File: config.mk
export PLATFORM = sky130hd
export DESIGN_NAME = processor_control_unit_flat
export DESIGN_NICKNAME = d
export VERILOG_FILES = /design/src/rtl/processor_control_unit_pkg.sv /design/src/rtl/processor_control_unit_if.sv /design/src/rtl/processor_control_unit_pc_counter.sv /design/src/rtl/processor_control_unit.sv /design/src/flat_wrapper.sv
export SDC_FILE = /design/constraint.sdc
export NUM_CORES = 1
export LEC_CHECK = 0
export BUFFER_PORTS_ARGS = -buffer_cell sky130_fd_sc_hd__buf_2
export CAP_MARGIN = 25
export CORE_AREA = 2 2 63 65
export DETAILED_ROUTE_END_ITERATION = 8
export DIE_AREA = 0 0 65 67
export PLACE_DENSITY = 0.72
export SKIP_CTS_REPAIR_TIMING = 1
export SLEW_MARGIN = 15
export SYNTH_ARGS = -nofsm -noshare
export SYNTH_HDL_FRONTEND = slang
export SYNTH_SLANG_ARGS = --single-unit
File: constraint.sdc
create_clock -name Clock -period 1.4 [get_ports Clock]
set_input_delay 0.21 -clock Clock [delete_from_list [all_inputs] [get_ports Clock]]
set_output_delay 0.21 -clock Clock [all_outputs]
set_load 0.005 [all_outputs]
File: src/rtl/processor_control_unit_pkg.sv
// Shared constants for the multi-cycle control unit: opcodes, FSM state
// encodings, ALU function selects and instruction field positions.
package processor_control_unit_pkg;

  localparam logic [3:0] OP_NOOP  = 4'd0;
  localparam logic [3:0] OP_STORE = 4'd1;
  localparam logic [3:0] OP_LOAD  = 4'd2;
  localparam logic [3:0] OP_ADD   = 4'd3;
  localparam logic [3:0] OP_SUB   = 4'd4;
  localparam logic [3:0] OP_HALT  = 4'd5;
  localparam logic [3:0] OP_XOR   = 4'd6;
  localparam logic [3:0] OP_OR    = 4'd7;
  localparam logic [3:0] OP_AND   = 4'd8;
  localparam logic [3:0] OP_INC   = 4'd9;
  localparam logic [3:0] OP_PASS  = 4'd10;

  // Function selects understood by the ALU74381-style datapath ALU.
  localparam logic [2:0] ALU_ZERO = 3'd0;
  localparam logic [2:0] ALU_ADD  = 3'd1;
  localparam logic [2:0] ALU_SUB  = 3'd2;
  localparam logic [2:0] ALU_PASS = 3'd3;
  localparam logic [2:0] ALU_XOR  = 3'd4;
  localparam logic [2:0] ALU_OR   = 3'd5;
  localparam logic [2:0] ALU_AND  = 3'd6;
  localparam logic [2:0] ALU_INC  = 3'd7;

  localparam int OP_MSB   = 15;
  localparam int OP_LSB   = 12;
  localparam int RA_MSB   = 11;
  localparam int RA_LSB   = 8;
  localparam int RB_MSB   = 7;
  localparam int RB_LSB   = 4;
  localparam int RC_MSB   = 3;
  localparam int RC_LSB   = 0;
  localparam int ADDR_MSB = 11;
  localparam int ADDR_LSB = 4;

  // Encoding is fixed because the debug display decodes it directly.
  typedef enum logic [3:0] {
    ST_INIT   = 4'd0,
    ST_FETCH  = 4'd1,
    ST_DECODE = 4'd2,
    ST_NOOP   = 4'd3,
    ST_LOAD_A = 4'd4,
    ST_LOAD_B = 4'd5,
    ST_STORE  = 4'd6,
    ST_ALU    = 4'd7,
    ST_HALT   = 4'd8
  } state_e;

  function automatic state_e decode_state(input logic [3:0] op);
    case (op)
      OP_NOOP:  return ST_NOOP;
      OP_STORE: return ST_STORE;
      OP_LOAD:  return ST_LOAD_A;
      OP_HALT:  return ST_HALT;
      OP_ADD, OP_SUB, OP_XOR, OP_OR,
      OP_AND, OP_INC, OP_PASS: return ST_ALU;
      default:  return ST_NOOP;  // unassigned opcodes behave as NOOP
    endcase
  endfunction

  function automatic logic [2:0] alu_sel(input logic [3:0] op);
    case (op)
      OP_ADD:  return ALU_ADD;
      OP_SUB:  return ALU_SUB;
      OP_PASS: return ALU_PASS;
      OP_XOR:  return ALU_XOR;
      OP_OR:   return ALU_OR;
      OP_AND:  return ALU_AND;
      OP_INC:  return ALU_INC;
      default: return ALU_ZERO;
    endcase
  endfunction

endpackage

File: src/rtl/processor_control_unit_if.sv
// Control-unit <-> ROM/datapath bundle. The control unit is the master;
// the instruction ROM and datapath top level sit on the slave side.
interface processor_control_unit_if #(
  parameter int PC_W = 7
);
  logic [15:0]     IR_Data;
  logic [PC_W-1:0] PC_Addr;
  logic [7:0]      D_Addr;
  logic            D_Wr;
  logic            RF_s;
  logic [3:0]      RF_W_Addr;
  logic            RF_W_en;
  logic [3:0]      RF_Ra_Addr;
  logic [3:0]      RF_Rb_Addr;
  logic [2:0]      ALU_s0;
  logic            Halted;
  logic [3:0]      State;

  modport master (
    input  IR_Data,
    output PC_Addr, D_Addr, D_Wr, RF_s, RF_W_Addr, RF_W_en,
           RF_Ra_Addr, RF_Rb_Addr, ALU_s0, Halted, State
  );

  modport slave (
    output IR_Data,
    input  PC_Addr, D_Addr, D_Wr, RF_s, RF_W_Addr, RF_W_en,
           RF_Ra_Addr, RF_Rb_Addr, ALU_s0, Halted, State
  );
endinterface

File: src/rtl/processor_control_unit_pc_counter.sv
// Program counter: synchronous clear and increment, wrapping modulo 2^PC_W.
module pc_counter #(
  parameter int PC_W = 7
) (
  input  logic            clk,
  input  logic            rst_n,
  input  logic            clr_i,
  input  logic            inc_i,
  output logic [PC_W-1:0] pc_o
);

  logic [PC_W-1:0] pc_q, pc_d;

  // NOTE: combinational blocks assign a default first so no path leaves pc_d unassigned (no latch).
  always_comb begin
    pc_d = pc_q;
    if (clr_i)      pc_d = '0;
    else if (inc_i) pc_d = pc_q + 1'b1;
  end

  // NOTE: state registers use non-blocking assignments so every flop samples pre-edge values.
  always_ff @(posedge clk or negedge rst_n) begin
    if (!rst_n) pc_q <= '0;
    else        pc_q <= pc_d;
  end

  assign pc_o = pc_q;

endmodule

File: src/rtl/processor_control_unit.sv
// Multi-cycle fetch/decode/execute sequencer for the 16-bit processor.
// Owns PC and IR; datapath controls are a Moore decode of state and IR.
module processor_control_unit
  import processor_control_unit_pkg::*;
#(
  parameter int PC_W = 7
) (
  input  logic                      Clock,
  input  logic                      Resetn,
  processor_control_unit_if.master  bus
);

  state_e          state_q;
  logic [15:0]     ir_q;
  logic [PC_W-1:0] pc;

  logic [3:0] op, ra, rb, rc;
  logic [7:0] mem_addr;

  assign op       = ir_q[OP_MSB:OP_LSB];
  assign ra       = ir_q[RA_MSB:RA_LSB];
  assign rb       = ir_q[RB_MSB:RB_LSB];
  assign rc       = ir_q[RC_MSB:RC_LSB];
  assign mem_addr = ir_q[ADDR_MSB:ADDR_LSB];

  // PC advances on the FETCH exit edge, so it already points past the
  // current instruction during DECODE and execute.
  pc_counter #(.PC_W(PC_W)) u_pc (
    .clk   (Clock),
    .rst_n (Resetn),
    .clr_i (state_q == ST_INIT),
    .inc_i (state_q == ST_FETCH),
    .pc_o  (pc)
  );

  always_ff @(posedge Clock or negedge Resetn) begin
    if (!Resetn) begin
      state_q <= ST_INIT;
      ir_q    <= '0;
    end else begin
      case (state_q)
        ST_INIT:   state_q <= ST_FETCH;
        ST_FETCH: begin
          ir_q    <= bus.IR_Data;
          state_q <= ST_DECODE;
        end
        ST_DECODE: state_q <= decode_state(op);
        ST_LOAD_A: state_q <= ST_LOAD_B;  // wait out the synchronous data-memory read
        ST_HALT:   state_q <= ST_HALT;
        default:   state_q <= ST_FETCH;
      endcase
    end
  end

  // Decoded straight from the async-reset state, so a reset mid-instruction
  // drops every enable without waiting for a clock edge.
  always_comb begin
    bus.D_Addr     = '0;
    bus.D_Wr       = 1'b0;
    bus.RF_s       = 1'b0;
    bus.RF_W_Addr  = '0;
    bus.RF_W_en    = 1'b0;
    bus.RF_Ra_Addr = '0;
    bus.RF_Rb_Addr = '0;
    bus.ALU_s0     = ALU_ZERO;
    case (state_q)
      ST_STORE: begin
        bus.D_Addr     = mem_addr;
        bus.RF_Ra_Addr = rc;
        bus.D_Wr       = 1'b1;
      end
      ST_LOAD_A: bus.D_Addr = mem_addr;
      ST_LOAD_B: begin
        bus.D_Addr    = mem_addr;
        bus.RF_s      = 1'b1;
        bus.RF_W_Addr = rc;
        bus.RF_W_en   = 1'b1;
      end
      ST_ALU: begin
        bus.RF_Ra_Addr = ra;
        bus.RF_Rb_Addr = rb;
        bus.RF_W_Addr  = rc;
        bus.RF_W_en    = 1'b1;
        bus.ALU_s0     = alu_sel(op);
      end
      default: ;
    endcase
  end

  assign bus.PC_Addr = pc;
  assign bus.Halted  = (state_q == ST_HALT);
  assign bus.State   = state_q;

endmodule

File: src/flat_wrapper.sv
// flat-port wrapper written by rule: the top's interface ports become plain ports
module processor_control_unit_flat import processor_control_unit_pkg::*;
#(
  parameter int PC_W = 7
)
  (Clock, Resetn, bus_IR_Data, bus_PC_Addr, bus_D_Addr, bus_D_Wr, bus_RF_s, bus_RF_W_Addr, bus_RF_W_en, bus_RF_Ra_Addr, bus_RF_Rb_Addr, bus_ALU_s0, bus_Halted, bus_State);
  processor_control_unit_if #(.PC_W(PC_W)) bus_i ();
  input  logic Clock;
  input  logic Resetn;
  input wire logic [$bits(bus_i.IR_Data)-1:0] bus_IR_Data;
  output wire logic [$bits(bus_i.PC_Addr)-1:0] bus_PC_Addr;
  output wire logic [$bits(bus_i.D_Addr)-1:0] bus_D_Addr;
  output wire logic [$bits(bus_i.D_Wr)-1:0] bus_D_Wr;
  output wire logic [$bits(bus_i.RF_s)-1:0] bus_RF_s;
  output wire logic [$bits(bus_i.RF_W_Addr)-1:0] bus_RF_W_Addr;
  output wire logic [$bits(bus_i.RF_W_en)-1:0] bus_RF_W_en;
  output wire logic [$bits(bus_i.RF_Ra_Addr)-1:0] bus_RF_Ra_Addr;
  output wire logic [$bits(bus_i.RF_Rb_Addr)-1:0] bus_RF_Rb_Addr;
  output wire logic [$bits(bus_i.ALU_s0)-1:0] bus_ALU_s0;
  output wire logic [$bits(bus_i.Halted)-1:0] bus_Halted;
  output wire logic [$bits(bus_i.State)-1:0] bus_State;
  assign bus_i.IR_Data = bus_IR_Data;
  assign bus_PC_Addr = bus_i.PC_Addr;
  assign bus_D_Addr = bus_i.D_Addr;
  assign bus_D_Wr = bus_i.D_Wr;
  assign bus_RF_s = bus_i.RF_s;
  assign bus_RF_W_Addr = bus_i.RF_W_Addr;
  assign bus_RF_W_en = bus_i.RF_W_en;
  assign bus_RF_Ra_Addr = bus_i.RF_Ra_Addr;
  assign bus_RF_Rb_Addr = bus_i.RF_Rb_Addr;
  assign bus_ALU_s0 = bus_i.ALU_s0;
  assign bus_Halted = bus_i.Halted;
  assign bus_State = bus_i.State;
  processor_control_unit #(.PC_W(PC_W)) u_core (.Clock(Clock), .Resetn(Resetn), .bus(bus_i));
endmodule
==> impl_metrics.env <==
export IMPL_report_final_setup_viol=47
export IMPL_first_pass_iters=4
export IMPL_setup_tns_final_ns=-8.96
export IMPL_failed_checks="negative setup slack"
export IMPL_route_detailed_vias_per_inst=5.15
export IMPL_fin_crit_share_pct=120
export IMPL_detail_route_wirelength_um=4010
export IMPL_worst_path_max_fanout=4
export IMPL_final_hold_viol_count=0
export IMPL_required_ns=1.19
export IMPL_finalWorstPathRequiredPeriod_ns=1.68
export IMPL_routedWlPerCell_um=14.0
export IMPL_floorplan_initialDensity_pct=44.3
export IMPL_clkLatencyLatePin_ns=0.27
export IMPL_worstSetupPathType="flip-flop to output port"
export IMPL_floorplan_die_area_um2=4360
export IMPL_cts_root_buffer="clkbuf_8"
export IMPL_startpoint="u_core.bus.State[3]"
export IMPL_vias=1474
export IMPL_reg2reg_from="u_core.bus.State[2]"
export IMPL_hold_path_startpoint="bus_IR_Data[12]"
export IMPL_highest_signal_layer="met4"
export IMPL_synth_edf_count=0
export IMPL_cts_buffers=3
export IMPL_ys_async_sr_fraction_pct=100
export IMPL_sequential_area_share_after_synthesis_pct=42.3
export IMPL_postSynth_topFlopCell="dfrtp_1"
export IMPL_arrival_ns=1.47
export IMPL_tritoncts_num_sinks=27
export IMPL_yosys_area_top_type_share_pct=42.3
export IMPL_grt_first_pass_wirelength_um=6310
export IMPL_clkTransAtPathRegs_ns=0.09
export IMPL_maxCapViolations=0
export IMPL_leakage_nw=1.20
export IMPL_cp_slowest_stage_delay_ns=0.42
export IMPL_core_um2=3610
export IMPL_synth_distinct_cells=33
export IMPL_syn_area_um2=1600
export IMPL_power_density_nw_per_um2=2000
export IMPL_nNetsFinal=264
export IMPL_grt_antenna_before_repair=0
export IMPL_core_rows=22
export IMPL_overflow=0
export IMPL_outcome="finished, violations left"
export IMPL_die_w_um=65
export IMPL_tightest_slew_ns=0.621
export IMPL_via_count_of_the_first_global_routing_pass=1347
export IMPL_syn_num_nets=180
export IMPL_grt_start_max_net_pins=28
export IMPL_post_dp_hpwl_um=2650
export IMPL_io_pins=56
export IMPL_route_layer_met1_wl_um=1860
export IMPL_gpl_final_weighted_congestion=0.744
export IMPL_finClkSkew_ns=0.00211
export IMPL_min_path_type="primary input to flip-flop"
export IMPL_timing_max_transition_violations_final=0
export IMPL_initialDrtViolationCount=56
export IMPL_routed_wl_met2_um=1870
export IMPL_layout_drive_gt1_share_pct=56.3
export IMPL_portBuffers=55
export IMPL_ys_top_cells_by_count="dfrtp_1, and2_1, mux2_2, nand2_1, o21ai_0"
export IMPL_critical_path_slowest_cell="dfrtp_1"
export IMPL_sum_of_met3_wire_segment_lengths_after_detailed_routing_um=225
export IMPL_post_synth_top_area_cell="dfrtp_1"
export IMPL_cp_start_kind="flip-flop"
export IMPL_ys_warn_count=0
export IMPL_pre_cts_ws_ns=-0.202
export IMPL_finalWorstSetupSlack_ns=-0.278
export IMPL_endpoint_kind="output port"
export IMPL_vdd_ir_drop_worst_mv=1.24
export IMPL_max_slew_margin_rel_pct=58.6
export IMPL_syn_instance_count=155
export IMPL_synth_avg_cell_area_um2=10.3
export IMPL_grt_total_usage_pct=18.8
export IMPL_die_height_um=67
export IMPL_clock_path_buffers=2
export IMPL_antenna_cell_count=0
export IMPL_drc=0
export IMPL_grt_setup_unrepaired="yes"
export IMPL_most_common_cell_in_the_netlist="dfrtp_1"
export IMPL_htree_levels=1
export IMPL_ant_nets=0
export IMPL_yosys_top_cells_area="dfrtp_1, mux2_2, and2_1"
export IMPL_syn_to_final_growth_pct=51.3
export IMPL_timing_fmax_mhz=596
export IMPL_crit_path_cell_trace="nand2b_4 -> or2_2 -> a21oi_1 -> buf_2"
export IMPL_synth_seq_cells=27
export IMPL_cts_tree="yes"
power breakdown:
group          switching, mW  internal [mW]  leakage (nW)
sequential             0.378           1.13         0.326
combinational           1.17           1.71         0.848
clock                  0.238          0.204        0.0228
total                   1.78           3.05          1.20
area by class of cell:
class / count / area [um2]
Multi-Input combinational cell: 115 / 1010
Clock buffer: 4 / 45.0
Fill cell: 288 / 1190
Timing Repair Buffer: 89 / 609
Sequential cell: 27 / 681
Tap cell: 48 / 60.1
Inverter: 3 / 11.3
stage by stage:
step | utilization, % | hold WS, ns | area [um2] | std cells | power [mW]
2_1_floorplan | - | -0.0856 | 1640 | 155 | 2.87
3_3_place_gp | 57.8 | 0.261 | 2080 | 270 | 3.63
3_5_place_dp | 57.8 | 0.274 | 2080 | 270 | 3.66
4_1_cts | 59.1 | -0.0261 | 2130 | 274 | 4.12
5_1_grt | 67.0 | 0.156 | 2410 | 286 | 5.20
6_report | 67.0 | 0.144 | 2410 | 286 | 4.83
worst max-delay path, delay by kind of cell (launching register included):
| kind | cells | cell delay, ns |
|---|---|---|
| buffers and inverters | 1 | 0.13 |
| AND/OR/NAND/NOR | 2 | 0.53 |
| AO/OA/AOI/OAI | 1 | 0.13 |
| flip-flops | 1 | 0.42 |
layer usage:
metal	up-vias	GRT usage, %
li1	714	-
met1	706	26.5
met2	50	28.7
met3	4	2.87
met4	0	7.18
met5	-	0
path summary, 6_finish.rpt:
| check | endpoint | slack [ns] | cells past startpoint |
|---|---|---|---|
| max | bus_ALU_s0[2] | -0.28 | 4 |
| min | u_core.ir_q[12] | 0.14 | 3 |
| max reg2reg | u_core.ir_q[15] | -0.23 | 5 |
| min reg2reg | u_core.ir_q[7] | 0.53 | 1 |
| max in group asynchronous | u_core.bus.State[1] | 0.48 | 2 |
| min in group asynchronous | u_core.u_pc.pc_o[5] | 0.48 | 2 |
kinds of logic after synthesis:
| family | synth area share, % |
|---|---|
| AO/OA/AOI/OAI | 12.5 |
| adder cells (fa/ha/maj) | 5.49 |
| buffers and inverters | 4.39 |
| flip-flops | 42.3 |
| multiplexers | 12.5 |
| AND/OR/NAND/NOR | 22.8 |
state kept, by name, indices dropped and copies added (netlist names):
register,cells
u_core.ir_q,16
u_core.u_pc.pc_o,7
u_core.bus.State,4
layout by cell type (no fill, tap or decap), types with 5 or more instances in the layout:
cell / netlist / final
a21oi_1: 5 / 5
a22o_1: 6 / 6
and2_1: 16 / 16
buf_2: 5 / 54
buf_4: 0 / 24
buf_6: 2 / 7
dfrtp_1: 27 / 23
mux2_2: 15 / 9
mux2_4: 0 / 6
nand2_1: 10 / 9
o21ai_0: 9 / 5
Note: power is estimated with default switching activity, not from simulation.
